--- config.mk ---
export PLATFORM = sky130hd
export DESIGN_NAME = sdram_req_ctrl
export DESIGN_NICKNAME = d
export VERILOG_FILES = /design/src/rtl/sdram_req_ctrl.sv
export SDC_FILE = /design/constraint.sdc
export NUM_CORES = 1
export LEC_CHECK = 0
export CELL_PAD_IN_SITES_DETAIL_PLACEMENT = 0
export CELL_PAD_IN_SITES_GLOBAL_PLACEMENT = 1
export CORE_MARGIN = 4
export CORE_UTILIZATION = 42
export DETAILED_ROUTE_END_ITERATION = 12
export PLACE_DENSITY_LB_ADDON = 0.1
export SLEW_MARGIN = 5
export SYNTH_ARGS = -nofsm -noshare
export SYNTH_HDL_FRONTEND = slang
export SYNTH_SLANG_ARGS = --single-unit
--- constraint.sdc ---
create_clock -name clk_sys -period 2.6 [get_ports clk_sys]
set_input_delay 0.52 -clock clk_sys [delete_from_list [all_inputs] [get_ports clk_sys]]
set_output_delay 0.52 -clock clk_sys [all_outputs]
set_load 0.01 [all_outputs]
--- src/rtl/sdram_req_ctrl.sv ---
// Per-channel toggle req/ack front-end with a one-deep pending slot and an ack-paced clear sequencer.
// Latency: one cycle from event to mem_req toggle; backpressure: events while outstanding park in the slot, latest wins.
module sdram_req_ctrl #(
    parameter int               NCH       = 6,
    parameter int               AW        = 23,
    parameter int               DW        = 16,
    parameter logic [NCH-1:0]   ADDR_TRIG = 6'b110111,
    parameter logic [NCH-1:0]   CLR_MASK  = 6'b110000,
    parameter logic [AW-1:0]    CLR_LAST  = 23'h007FFF
) (
    input  logic                clk_sys,
    input  logic                n_reset,
    input  logic [NCH-1:0]      ch_ce,
    input  logic [NCH-1:0]      ch_rd,
    input  logic [NCH-1:0]      ch_wr,
    input  logic [NCH*AW-1:0]   ch_addr,
    input  logic [NCH*DW-1:0]   ch_din,
    input  logic [NCH-1:0]      mem_ack,
    output logic [NCH-1:0]      mem_req,
    output logic [NCH*AW-1:0]   mem_addr,
    output logic [NCH-1:0]      mem_we,
    output logic [NCH*DW-1:0]   mem_din,
    input  logic                clr_start,
    output logic                clr_busy,
    output logic [NCH-1:0]      ch_busy,
    output logic [NCH-1:0]      ch_ovf
);

    typedef enum logic [1:0] {S_IDLE, S_DRAIN, S_ISSUE, S_WAIT} clr_state_t;

    clr_state_t          state_q, state_d;
    logic [AW-1:0]       clr_addr_q, clr_addr_d;
    logic [NCH-1:0]      req_q, req_d, we_q, we_d;
    logic [NCH*AW-1:0]   addr_q, addr_d, addr_last_q, addr_last_d;
    logic [NCH*DW-1:0]   din_q, din_d;
    logic [NCH-1:0]      rd_prev_q, rd_prev_d, wr_prev_q, wr_prev_d;
    logic [NCH-1:0]      pend_vld_q, pend_vld_d, pend_we_q, pend_we_d;
    logic [NCH*AW-1:0]   pend_addr_q, pend_addr_d;
    logic [NCH*DW-1:0]   pend_din_q, pend_din_d;
    logic [NCH-1:0]      ovf_q, ovf_d;

    logic [NCH-1:0]      rd, wr, outst, ev;
    logic                clr_idle;

    assign rd       = ch_ce & ch_rd;
    assign wr       = ch_ce & ch_wr;
    assign outst    = req_q ^ mem_ack;
    assign clr_idle = &(~outst | ~CLR_MASK);
    assign clr_busy = (state_q != S_IDLE);

    assign mem_req  = req_q;
    assign mem_addr = addr_q;
    assign mem_we   = we_q;
    assign mem_din  = din_q;
    assign ch_busy  = outst | pend_vld_q;
    assign ch_ovf   = ovf_q;

    always_comb begin
        ev = '0;
        for (int i = 0; i < NCH; i++) begin
            ev[i] = (rd[i] & ~rd_prev_q[i]) | (wr[i] & ~wr_prev_q[i]) |
                    (ADDR_TRIG[i] & rd[i] & (ch_addr[i*AW +: AW] != addr_last_q[i*AW +: AW]));
        end
    end

    always_comb begin
        state_d     = state_q;
        clr_addr_d  = clr_addr_q;
        req_d       = req_q;
        we_d        = we_q;
        addr_d      = addr_q;
        din_d       = din_q;
        addr_last_d = addr_last_q;
        pend_vld_d  = pend_vld_q;
        pend_we_d   = pend_we_q;
        pend_addr_d = pend_addr_q;
        pend_din_d  = pend_din_q;
        ovf_d       = ovf_q;
        rd_prev_d   = rd;
        wr_prev_d   = wr;

        case (state_q)
            S_IDLE: begin
                if (clr_start) begin
                    state_d    = S_DRAIN;
                    clr_addr_d = '0;
                end
            end
            S_DRAIN: if (clr_idle) state_d = S_ISSUE;
            S_ISSUE: state_d = S_WAIT;
            S_WAIT: begin
                if (clr_idle) begin
                    if (clr_addr_q == CLR_LAST) begin
                        state_d = S_IDLE;
                    end else begin
                        clr_addr_d = clr_addr_q + 1'b1;
                        state_d    = S_ISSUE;
                    end
                end
            end
            default: state_d = S_IDLE;
        endcase

        for (int i = 0; i < NCH; i++) begin
            if (CLR_MASK[i] && clr_busy) begin
                // Sequencer owns the channel: strobes are ignored, addr_last is frozen.
                if (state_q == S_DRAIN) pend_vld_d[i] = 1'b0;
                if (state_q == S_ISSUE) begin
                    req_d[i]              = ~req_q[i];
                    addr_d[i*AW +: AW]    = clr_addr_q;
                    we_d[i]               = 1'b1;
                    din_d[i*DW +: DW]     = '0;
                end
            end else begin
                if (ev[i]) addr_last_d[i*AW +: AW] = ch_addr[i*AW +: AW];
                if (!outst[i] && pend_vld_q[i]) begin
                    // Slot drains first; a same-cycle event refills it behind the drained entry.
                    req_d[i]              = ~req_q[i];
                    addr_d[i*AW +: AW]    = pend_addr_q[i*AW +: AW];
                    we_d[i]               = pend_we_q[i];
                    din_d[i*DW +: DW]     = pend_din_q[i*DW +: DW];
                    pend_vld_d[i]         = ev[i];
                    if (ev[i]) begin
                        pend_addr_d[i*AW +: AW] = ch_addr[i*AW +: AW];
                        pend_we_d[i]            = wr[i];
                        pend_din_d[i*DW +: DW]  = ch_din[i*DW +: DW];
                    end
                end else if (!outst[i] && ev[i]) begin
                    req_d[i]              = ~req_q[i];
                    addr_d[i*AW +: AW]    = ch_addr[i*AW +: AW];
                    we_d[i]               = wr[i];
                    din_d[i*DW +: DW]     = ch_din[i*DW +: DW];
                end else if (ev[i]) begin
                    if (pend_vld_q[i] && pend_we_q[i]) ovf_d[i] = 1'b1;
                    pend_vld_d[i]           = 1'b1;
                    pend_addr_d[i*AW +: AW] = ch_addr[i*AW +: AW];
                    pend_we_d[i]            = wr[i];
                    pend_din_d[i*DW +: DW]  = ch_din[i*DW +: DW];
                end
            end
        end
    end

    always_ff @(posedge clk_sys or negedge n_reset) begin
        if (!n_reset) begin
            state_q     <= S_IDLE;
            clr_addr_q  <= '0;
            req_q       <= '0;
            we_q        <= '0;
            addr_q      <= '0;
            din_q       <= '0;
            addr_last_q <= '1;
            pend_vld_q  <= '0;
            pend_we_q   <= '0;
            pend_addr_q <= '0;
            pend_din_q  <= '0;
            ovf_q       <= '0;
            rd_prev_q   <= '0;
            wr_prev_q   <= '0;
        end else begin
            state_q     <= state_d;
            clr_addr_q  <= clr_addr_d;
            req_q       <= req_d;
            we_q        <= we_d;
            addr_q      <= addr_d;
            din_q       <= din_d;
            addr_last_q <= addr_last_d;
            pend_vld_q  <= pend_vld_d;
            pend_we_q   <= pend_we_d;
            pend_addr_q <= pend_addr_d;
            pend_din_q  <= pend_din_d;
            ovf_q       <= ovf_d;
            rd_prev_q   <= rd_prev_d;
            wr_prev_q   <= wr_prev_d;
        end
    end

endmodule

# Yosys cells after proc, flatten, opt, wreduce, memory -nomap -nowiden
# Cells that the tools add are included.
[totals]
reg_bits = 650
in_bits = 261
word_cells = 356
[op_classes]
add_sub_neg = 1
eq_ne = 23
mux = 145
bitwise_logic = 64
reduce_logical = 60
[op_table]
columns = ["cell", "n"]
rows = [
  ["two-way mux 23 bit", 36],
  ["two-way mux 16 bit", 33],
  ["inequality test 23 bit", 5],
  ["two-way mux 1 bit", 70],
  ["case mux 23 bit (2 select lines)", 1],
  ["NOT 1 bit", 31],
  ["adder 23 x 1 -> 23 bit, second input constant", 1],
  ["== test 23 x 15 -> 1 bit, second input constant", 1],
  ["AND reduction 2 bit", 11],
  ["inequality test 2 bit, second input constant", 10],
  ["AND reduction 4 bit", 5],
  ["nonzero test 2 bit", 10],
  ["logical AND 1 bit", 18],
  ["bitwise AND 1 bit", 17],
  ["bitwise AND 6 bit", 2],
  ["nonzero test 3 bit", 4],
  ["bitwise OR 1 bit", 11],
  ["AND reduction 5 bit", 2],
  ["AND reduction 3 bit", 3],
  ["two-way mux 2 bit", 4],
  ["case mux 2 bit (4 select lines)", 1],
  ["logical NOT 1 bit", 6],
  ["inequality test 3 bit, second input constant", 2],
  ["NOT 6 bit", 1],
  ["other kinds (6)", 8],
]

# Longest topological paths before layout
# Gate-level depths: netlist of the first run.
[logic_depth]
depth_word = 8
mapped_depth = 9

# Least setup slack after synthesis of the first run
# No wires, ideal clock.
[synth_timing]
path_kind = "in2reg"
start = "input port ch_addr[111]"
end = "register pend_addr_q[100]"
setup_ns = 0.125
arrival_ns = 2.123
required_ns = 2.475
path_slack_ns = 0.352
path_stages = 8
path_cell_list = "xnor2_1 > nand4_1 > nor4_4 > a311oi_4 > and2_1 > buf_6 > buf_6 > mux2_4"
[synth_between]
elab_chain_len = 6
elab_cells_between_ends = 9
[synth_lines]
columns = ["item", "line_no", "rtl"]
rows = [
  ["from (decl)", "16", "input logic [NCH*AW-1:0] ch_addr,"],
  ["inequality test 23 bit *", "62", "(ADDR_TRIG[i] & rd[i] & (ch_addr[i*AW +: AW] != addr_last_q[i*AW +: AW]));"],
  ["bitwise AND 1 bit *", "62", ""],
  ["bitwise OR 1 bit *", "61", "ev[i] = (rd[i] & ~rd_prev_q[i]) | (wr[i] & ~wr_prev_q[i]) |"],
  ["two-way mux 23 bit or logical AND 1 bit (tied branches)", "n/a", ""],
  ["two-way mux 23 bit or inequality test 2 bit (tied branches)", "n/a", ""],
  ["two-way mux 23 bit or AND reduction 2 bit (tied branches)", "n/a", ""],
  ["to (signal assigned)", "170", "pend_addr_q <= pend_addr_d;"],
  ["to (decl)", "38", "logic [NCH*AW-1:0] pend_addr_q, pend_addr_d;"],
]
# Every way passes the cells marked *; elsewhere a longest branch is shown, timed or not. The select of a mux whose other input is x is not followed.
# A chain may end at the register's enable or synchronous reset.

# Worst setup path after layout of the first run
[layout_timing]
start = "register state_q[1]"
end = "output port clr_busy"
[layout_between]
elab_chain_len = 1
[layout_lines]
columns = ["item", "line_no", "rtl"]
rows = [
  ["from (decl)", "31", "clr_state_t state_q, state_d;"],
  ["from (signal assigned)", "161", "state_q <= state_d;"],
  ["nonzero test 2 bit", "49", "assign clr_busy = (state_q != S_IDLE);"],
  ["to (decl)", "24", "output logic clr_busy,"],
]
# Every way passes these cells.

==> results of run 1 <==
==> stage by stage <==
stage	hold WS, ps	util, %	setup WS, ps	power (mW)
final	462	57.9	88.7	45.7
after global routing	476	57.8	0.000444	48.3
after CTS	466	57.8	7.73	46.1
after detailed placement	456	54.2	-473	35.4
after global placement	451	54.2	-407	34.7
after floorplan	224	-	352	26.6
==> path summary, 6_finish.rpt <==
check	from	to	slack, ps	cells past startpoint
min in group asynchronous	n_reset	pend_addr_q[120]$_DFFE_PN0P_	600	2
max	state_q[1]$_DFFE_PN0P_	clr_busy	90	3
min reg2reg	addr_last_q[47]$_DFFE_PN1P_	addr_last_q[47]$_DFFE_PN1P_	460	2
max in group asynchronous	n_reset	addr_last_q[28]$_DFFE_PN1P_	1150	3
max reg2reg	addr_last_q[25]$_DFFE_PN1P_	addr_last_q[33]$_DFFE_PN1P_	100	7
min	addr_last_q[47]$_DFFE_PN1P_	addr_last_q[47]$_DFFE_PN1P_	460	2
==> cells by family (layout without fill, tap and decap cells) <==
logic type                 count (synthesis)  after routing  share of synthesized area (%)
AOI/OAI and AO/OA                        546            546                           13.6
xor gates and xnor gates                 148            148                           4.43
adders and majority gates                  2              2                         0.0770
buffers and inverters                    261            988                           3.72
DFF                                      650            650                           56.1
muxes                                    387            387                           15.1
other                                      0             16                              0
and+or+nand+nor                          443            443                           6.95
==> repair_timing <==
item	in CTS	in global routing
pin swaps	0	0
hold buffers	1	0
resized for setup	4	2
hold endpoints to repair	37	0
endpoints found under the setup margin	3	2
==> registers in the layout, summed over array words and instances (netlist names) <==
signal / flops
ch_ovf: 6
addr_last_q: 115
mem_req: 6
wr_prev_q: 6
pend_din_q: 96
pend_vld_q: 6
pend_we_q: 6
pend_addr_q: 138
clr_addr_q: 23
state_q: 2
mem_din: 96
mem_we: 6
mem_addr: 138
rd_prev_q: 6
==> cells in the final DEF, fill, tap and decap left out, types with 23 or more instances in the layout <==
cell	netlist	routed
clkbuf_16	0	77
buf_4	3	190
a21oi_1	58	55
nand2_1	189	188
nand4_1	26	26
a211oi_1	80	78
buf_12	0	44
o21a_1	40	40
o32a_1	40	40
inv_1	99	98
mux2_2	267	267
nand3_1	28	28
o22ai_1	80	80
nor3_1	95	95
clkbuf_1	96	23
mux2i_1	78	78
a22oi_1	81	81
clkdlybuf4s50_1	0	515
mux2_4	40	40
dfrtp_1	535	532
o21ai_0	49	49
xnor2_1	129	127
dfstp_2	115	115
nor2_1	61	56
o22a_1	48	48
==> cell type report <==
cell class / instances / area (um2) / area share (%)
timing repair buffer: 754 / 7520 / 18.9
antenna: 16 / 40.0 / 0.101
multi-input combinational: 1526 / 11900 / 29.8
sequential: 650 / 16400 / 41.2
tap: 931 / 1160 / 2.93
clock buffer: 119 / 2270 / 5.71
clock inverter: 16 / 188 / 0.471
inverter: 99 / 372 / 0.933
==> worst max-delay path, cell delays in order (launching register included) <==
cell	delay, ps
dfrtp_2	480
nor2_1	90
inv_2	220
clkdlybuf4s50_1	610
==> where the power goes <==
part	internal (mW)	total [mW]	leakage (nW)	switching [mW]
Sequential	14.7	17.5	7.67	2.86
Combinational	9.55	17.7	7.90	8.10
Clock	6.38	10.5	1.22	4.15
Total	30.6	45.7	16.8	15.1
==> per-layer routing <==
| metal | track usage [%] | wire (um) |
|---|---|---|
| met1 | 31.5 | 38400 |
| met2 | 38.9 | 43200 |
| met3 | 5.19 | 4540 |
| met4 | 8.72 | 3240 |
| met5 | 0 | 126 |
==> summary.txt, run 1 <==
Status
  – Run status: completed

Synth
  – Asr flop ratio synth: 100%
  – Leading cell type by number of instances after synthesis: dfrtp_1
  – Top_reg_cell synth: dfrtp_1
  – Avg Cell Area, Syn: ~12 um2
  – Post-synthesis register bit count: 650
  – Post-synth EDFFs: 0
  – Cell count after synthesis: around 2.4k
  – Synth top area share: 45.8%
  – Synth cell count leaders: dfrtp_1, mux2_2, nand2_1
  – Synth area leaders: dfrtp_1, dfstp_2, mux2_2
  – Mapped Area: ~0.029 mm2
  – Synth Net Count: between 2k and 3k
  – Synth area leader: dfrtp_1
  – YS warnings: 0
  – Synth cell types: 66
  – Register area share after synthesis: 56.1%

Die
  – Io pins: between 500 and 600
  – Site Rows: 96
  – Die boundary width: ~270 um
  – Die area: between 0.07 and 0.08 mm2
  – Core area: between 0.06 and 0.07 mm2
  – Initial Util: roughly 42%
  – Die Span Y: ~270 um

Global routing
  – Maximum number of pins on one net before global-route repair: 66
  – Gr usage total: between 20% and 30%
  – Number of global-route vias before repair: roughly 24k
  – Grt total ovfl: 0
  – Initial antenna violation count: 24
  – First-pass GRT wire length: ~140000 um

Power
  – Pwr dens: between 1000 and 1500 mW/mm2
  – LEAKAGE: approximately 17 nW
  – VDD IR max: approximately 0.73 mV

Hold path
  – Class of the worst hold path: reg -> reg

Place
  – Post-Place Cell Area: between 0.03 and 0.04 mm2
  – Cells after DPL: slightly below 4k
  – IO Port Bufs: 519
  – Hpwl dp: approximately 64000 um
  – Final RePlAce weighted congestion: 0.839

Finish
  – Final Non-Filler Cells: 4111
  – Final Instance Area: 0.0398 mm2
  – Nets: about 3.4k
  – Fill count: around 5.6k
  – Area Growth Syn to Fin: 36.2%
  – Share of cells above drive strength 1: roughly a quarter

Clock network
  – Post CTS Setup Buffer Count: 0
  – Clock root buffer: clkbuf_16
  – Max clock buf depth: 3
  – Clock transition at path regs: 60 ps
  – Clock latency on the worst-skew pair: around 600 ps
  – Clk sink count: 650
  – CTS H-tree depth: 3
  – CTS Buf Count: 73
  – CTS tree: done

STA
  – Skew final: 21.1 ps
  – Worst-margin pin slew: 1060 ps
  – Crit share post-route: between 90% and 100%
  – Setup TNS: 0 ps
  – F_max: ~400 MHz
  – Tmin final: ~2500 ps
  – Slew headroom: ~30%
  – Setup Viol. Count Final: 0
  – Unrepaired setup endpoints after global routing: false
  – Final hold vios: 0
  – Max Slew Vio Count: 0

Worst setup path
  – Crit. End Element: output port
  – Worst EP arrival: 1990 ps
  – Worst Path Class, Setup: reg -> out
  – CP Max Fanout: 6
  – Worst EP required: about 2100 ps
  – Setup crit start kind: register

Route
  – Drt pass-1 iters: 5
  – Drt first-iter violations: roughly 1.3k
  – Average wire per standard cell: roughly 22 um
  – ANT nets after route: 0
  – Routed wire length: 89500 um
  – Via count: approximately 22k
  – Vias per cell: about 5.4
  – Drt drc: 0

Flow run
  – Max-Cap Viols: 0
No activity file was read; power rests on OpenSTA's default activity.
==> run 2: changes to the inputs <==
--- a/config.mk
+++ b/config.mk
@@ -7,9 +7,10 @@
 export LEC_CHECK = 0
 export CELL_PAD_IN_SITES_DETAIL_PLACEMENT = 0
 export CELL_PAD_IN_SITES_GLOBAL_PLACEMENT = 1
-export CORE_MARGIN = 4
-export CORE_UTILIZATION = 42
+export CORE_MARGIN = 2
+export CORE_UTILIZATION = 51
 export DETAILED_ROUTE_END_ITERATION = 12
+export DONT_BUFFER_PORTS = 1
 export PLACE_DENSITY_LB_ADDON = 0.1
 export SLEW_MARGIN = 5
 export SYNTH_ARGS = -nofsm -noshare
==> run 2 against run 1 <==
The flow now finishes with violations (negative hold slack, max-slew violations, negative setup slack). Global-route usage up 3.0 points. Combinational power fell by 36%. Critical path type is now in -> async. Total power fell by 11%. Hold slack got worse by 860 ps. Die area shrank 20%. Register-to-register slack got worse by 50 ps. Core utilization is 0.82 points higher. First-iteration DRC count down 1.0%.
==> summary.txt, run 2 (same netlist as run 1, synthesis figures left out) <==
Status
  – Run status: complete, but fails checks
  – Failing checks: negative hold slack, max-slew violations, negative setup slack

Die
  – Die area: 0.0592 mm2 (-20%)
  – Die boundary width: 243 um (-10%)
  – Core area: 0.0565 mm2 (-18%)
  – Initial Util: 51.7% (+9.3 points)
  – Io pins: 520 (unchanged)
  – Die Span Y: 243 um (-10%)
  – Site Rows: 87 (-9.4%)

Route
  – ANT nets after route: 0 (unchanged)
  – Average wire per standard cell: 24.6 um (+13%)
  – Drt drc: 0 (unchanged)
  – Routed wire length: 80600 um (-9.9%)
  – Vias per cell: 6.04 (+12%)
  – Drt first-iter violations: 1265 (-1.0%)
  – Via count: 19.8k (-11%)
  – Drt pass-1 iters: 5 (unchanged)

Power
  – P_int: 26.6 mW (-13%)
  – VDD IR max: 0.679 mV (-6.8%)
  – Sw frac: 34.4% (+1.4 points)
  – LEAKAGE: 14.0 nW (-17%)
  – Clock share of power: 25.0% (+2.0 points)
  – Sw power: 14.0 mW (-7.6%)
  – Sequential share of power: 46.9% (+8.5 points)
  – Pwr dens: 1220 mW/mm2 (+6.6%)
  – Logic gate share of total power: 28.1% (-10 points)

Finish
  – Most common cell after layout, fill and taps aside: dfrtp_1
  – Share of cells above drive strength 1: 25.5% (about the same)
  – Final Instance Area: 0.0332 mm2 (-17%)
  – Most frequent cells in the layout: dfrtp_1, mux2_2, nand2_1, xnor2_1, dfstp_2
  – Nets: 2734 (-19%)
  – Area Growth Syn to Fin: 13.4%
  – Ant. Diodes: 0 (-16)
  – FF/Latch Area: 0.0164 mm2 (about the same)
  – Multi-input gate area: 0.0119 mm2 (+0.17%)
  – Final Non-Filler Cells: 3285 (-20%)
  – Fill count: 4542 (-19%)

Hold path
  – Class of the worst hold path: in -> async

Clock network
  – CTS tree: done
  – Post CTS Setup Buffer Count: 0 (unchanged)
  – Clock latency on the worst-skew pair: 610 ps (about the same)
  – Clock root buffer: clkbuf_16
  – Clk sink count: 650 (unchanged)
  – CTS Buf Count: 72 (-1.4%)
  – Max clock buf depth: 3 (unchanged)
  – CTS H-tree depth: 3 (unchanged)
  – Post-cts hold buffer count: 48 (+47)
  – Clock transition at path regs: 60 ps (about the same)

Global routing
  – Number of global-route vias before repair: 20.4k (-14%)
  – Maximum number of pins on one net before global-route repair: 651 (+890%)
  – Grt total ovfl: 0 (unchanged)
  – First-pass GRT wire length: 124000 um (-11%)
  – Gr usage total: 26.9% (+3.0 points)
  – Initial antenna violation count: 0 (-100%)

Place
  – Post-Place Cell Area: 0.0303 mm2 (-19%)
  – Final RePlAce weighted congestion: 0.825 (-1.6%)
  – Hpwl dp: 53600 um (-16%)
  – Cells after DPL: 3106 (-22%)
  – IO Port Bufs: 0 (-100%)

Worst setup path
  – Crit. End Element: asynchronous set/reset pin
  – Worst R2R Setup Slack: 50 ps (-50 ps)
  – CP Max Fanout: 650 (+644)
  – Worst EP required: 1860 ps (-220 ps)
  – Worst EP arrival: 2820 ps (+830 ps)
  – Setup crit start kind: input port
  – Worst Path Class, Setup: in -> async

STA
  – Final hold vios: 69 (+69)
  – Tmin final: 3560 ps (+1050 ps)
  – Crit share post-route: 137% (+40 points)
  – Hold_ws: -398 ps (-860 ps)
  – Slew headroom: -212% (-240 points)
  – Unrepaired setup endpoints after global routing: true
  – Max Slew Vio Count: 569 (+569)
  – Worst-margin pin slew: 4680 ps (+3620 ps)
  – F_max: 281 MHz (-29%)
  – Final worst setup slack: -962 ps (-1050 ps)
  – Skew final: 22.2 ps (+1.12 ps)
  – Setup Viol. Count Final: 235 (+235)

Flow run
  – Max-Cap Viols: 0 (unchanged)
run 2: through the flow:
step	utilization [%]	worst slack (ps)	setup TNS (ps)	total power, mW
after floorplan	-	352	0	26.6
after global placement	53.6	75.2	0	29.8
after detailed placement	53.6	-12.4	-12.4	30.5
after CTS	58.7	45.8	0	40.8
after global routing	58.7	-53.7	-1210	42.7
final	58.7	-962	-99350	40.6
run 2: what timing repair did:
action / 4_1_cts / 5_1_grt
cloned: 0 / 0
gates resized for setup: 3 / 3
endpoints found under the hold margin: 698 / 582
endpoints found under the setup margin: 18 / 59
pin swaps: 0 / 0
run 2: final cells by class:
cell class	count	area share, %
Clock inverter	20	0.570
Tap cell	756	2.85
Sequential cell	650	49.5
Timing Repair Buffer	123	3.64
Inverter	99	1.12
Multi-Input combinational cell	1526	35.8
Clock buffer	111	6.49
run 2: per-layer routing:
layer / part of all wire (%) / GRT usage (%) / vias up
met5: 0 / 0 / -
met4: 3.8 / 10.3 / 0
met3: 8.8 / 9.63 / 147
met2: 47 / 42.9 / 591
met1: 40 / 33.5 / 10200
li1: - / - / 8921
run 2: worst paths after layout:
| kind | depth (start not counted) | end | start |
|---|---|---|---|
| max in group clk_sys | 7 | addr_last_q[122]$_DFFE_PN1P_ | addr_last_q[121]$_DFFE_PN1P_ |
| setup reg to reg | 7 | addr_last_q[122]$_DFFE_PN1P_ | addr_last_q[121]$_DFFE_PN1P_ |
| hold / removal | 0 | mem_din[35]$_DFFE_PN0P_ | n_reset |
| min in group clk_sys | 1 | pend_addr_q[104]$_DFFE_PN0P_ | ch_addr[104] |
| hold reg to reg | 2 | addr_last_q[0]$_DFFE_PN1P_ | addr_last_q[0]$_DFFE_PN1P_ |
| setup / recovery | 0 | mem_req[0]$_DFFE_PN0P_ | n_reset |
run 2: worst reg2reg max path, stage by stage, from the launching register on:
cell and delay (ps):
dfstp_2 540, xnor2_1 60, nand4_1 210, nor4_2 90, buf_4 160, a21o_1 240, a21oi_4 730, mux2_2 420
run 2: power by group through the flow:
stage | Clock (mW) | Combinational [mW] | Sequential, mW
floorplan | 0 | 8.94 | 17.6
global placement | 0 | 10.9 | 18.9
detailed placement | 0 | 11.4 | 19.1
CTS | 10.4 | 11.5 | 19.0
global route | 10.8 | 12.5 | 19.5
finish | 10.1 | 11.4 | 19.0
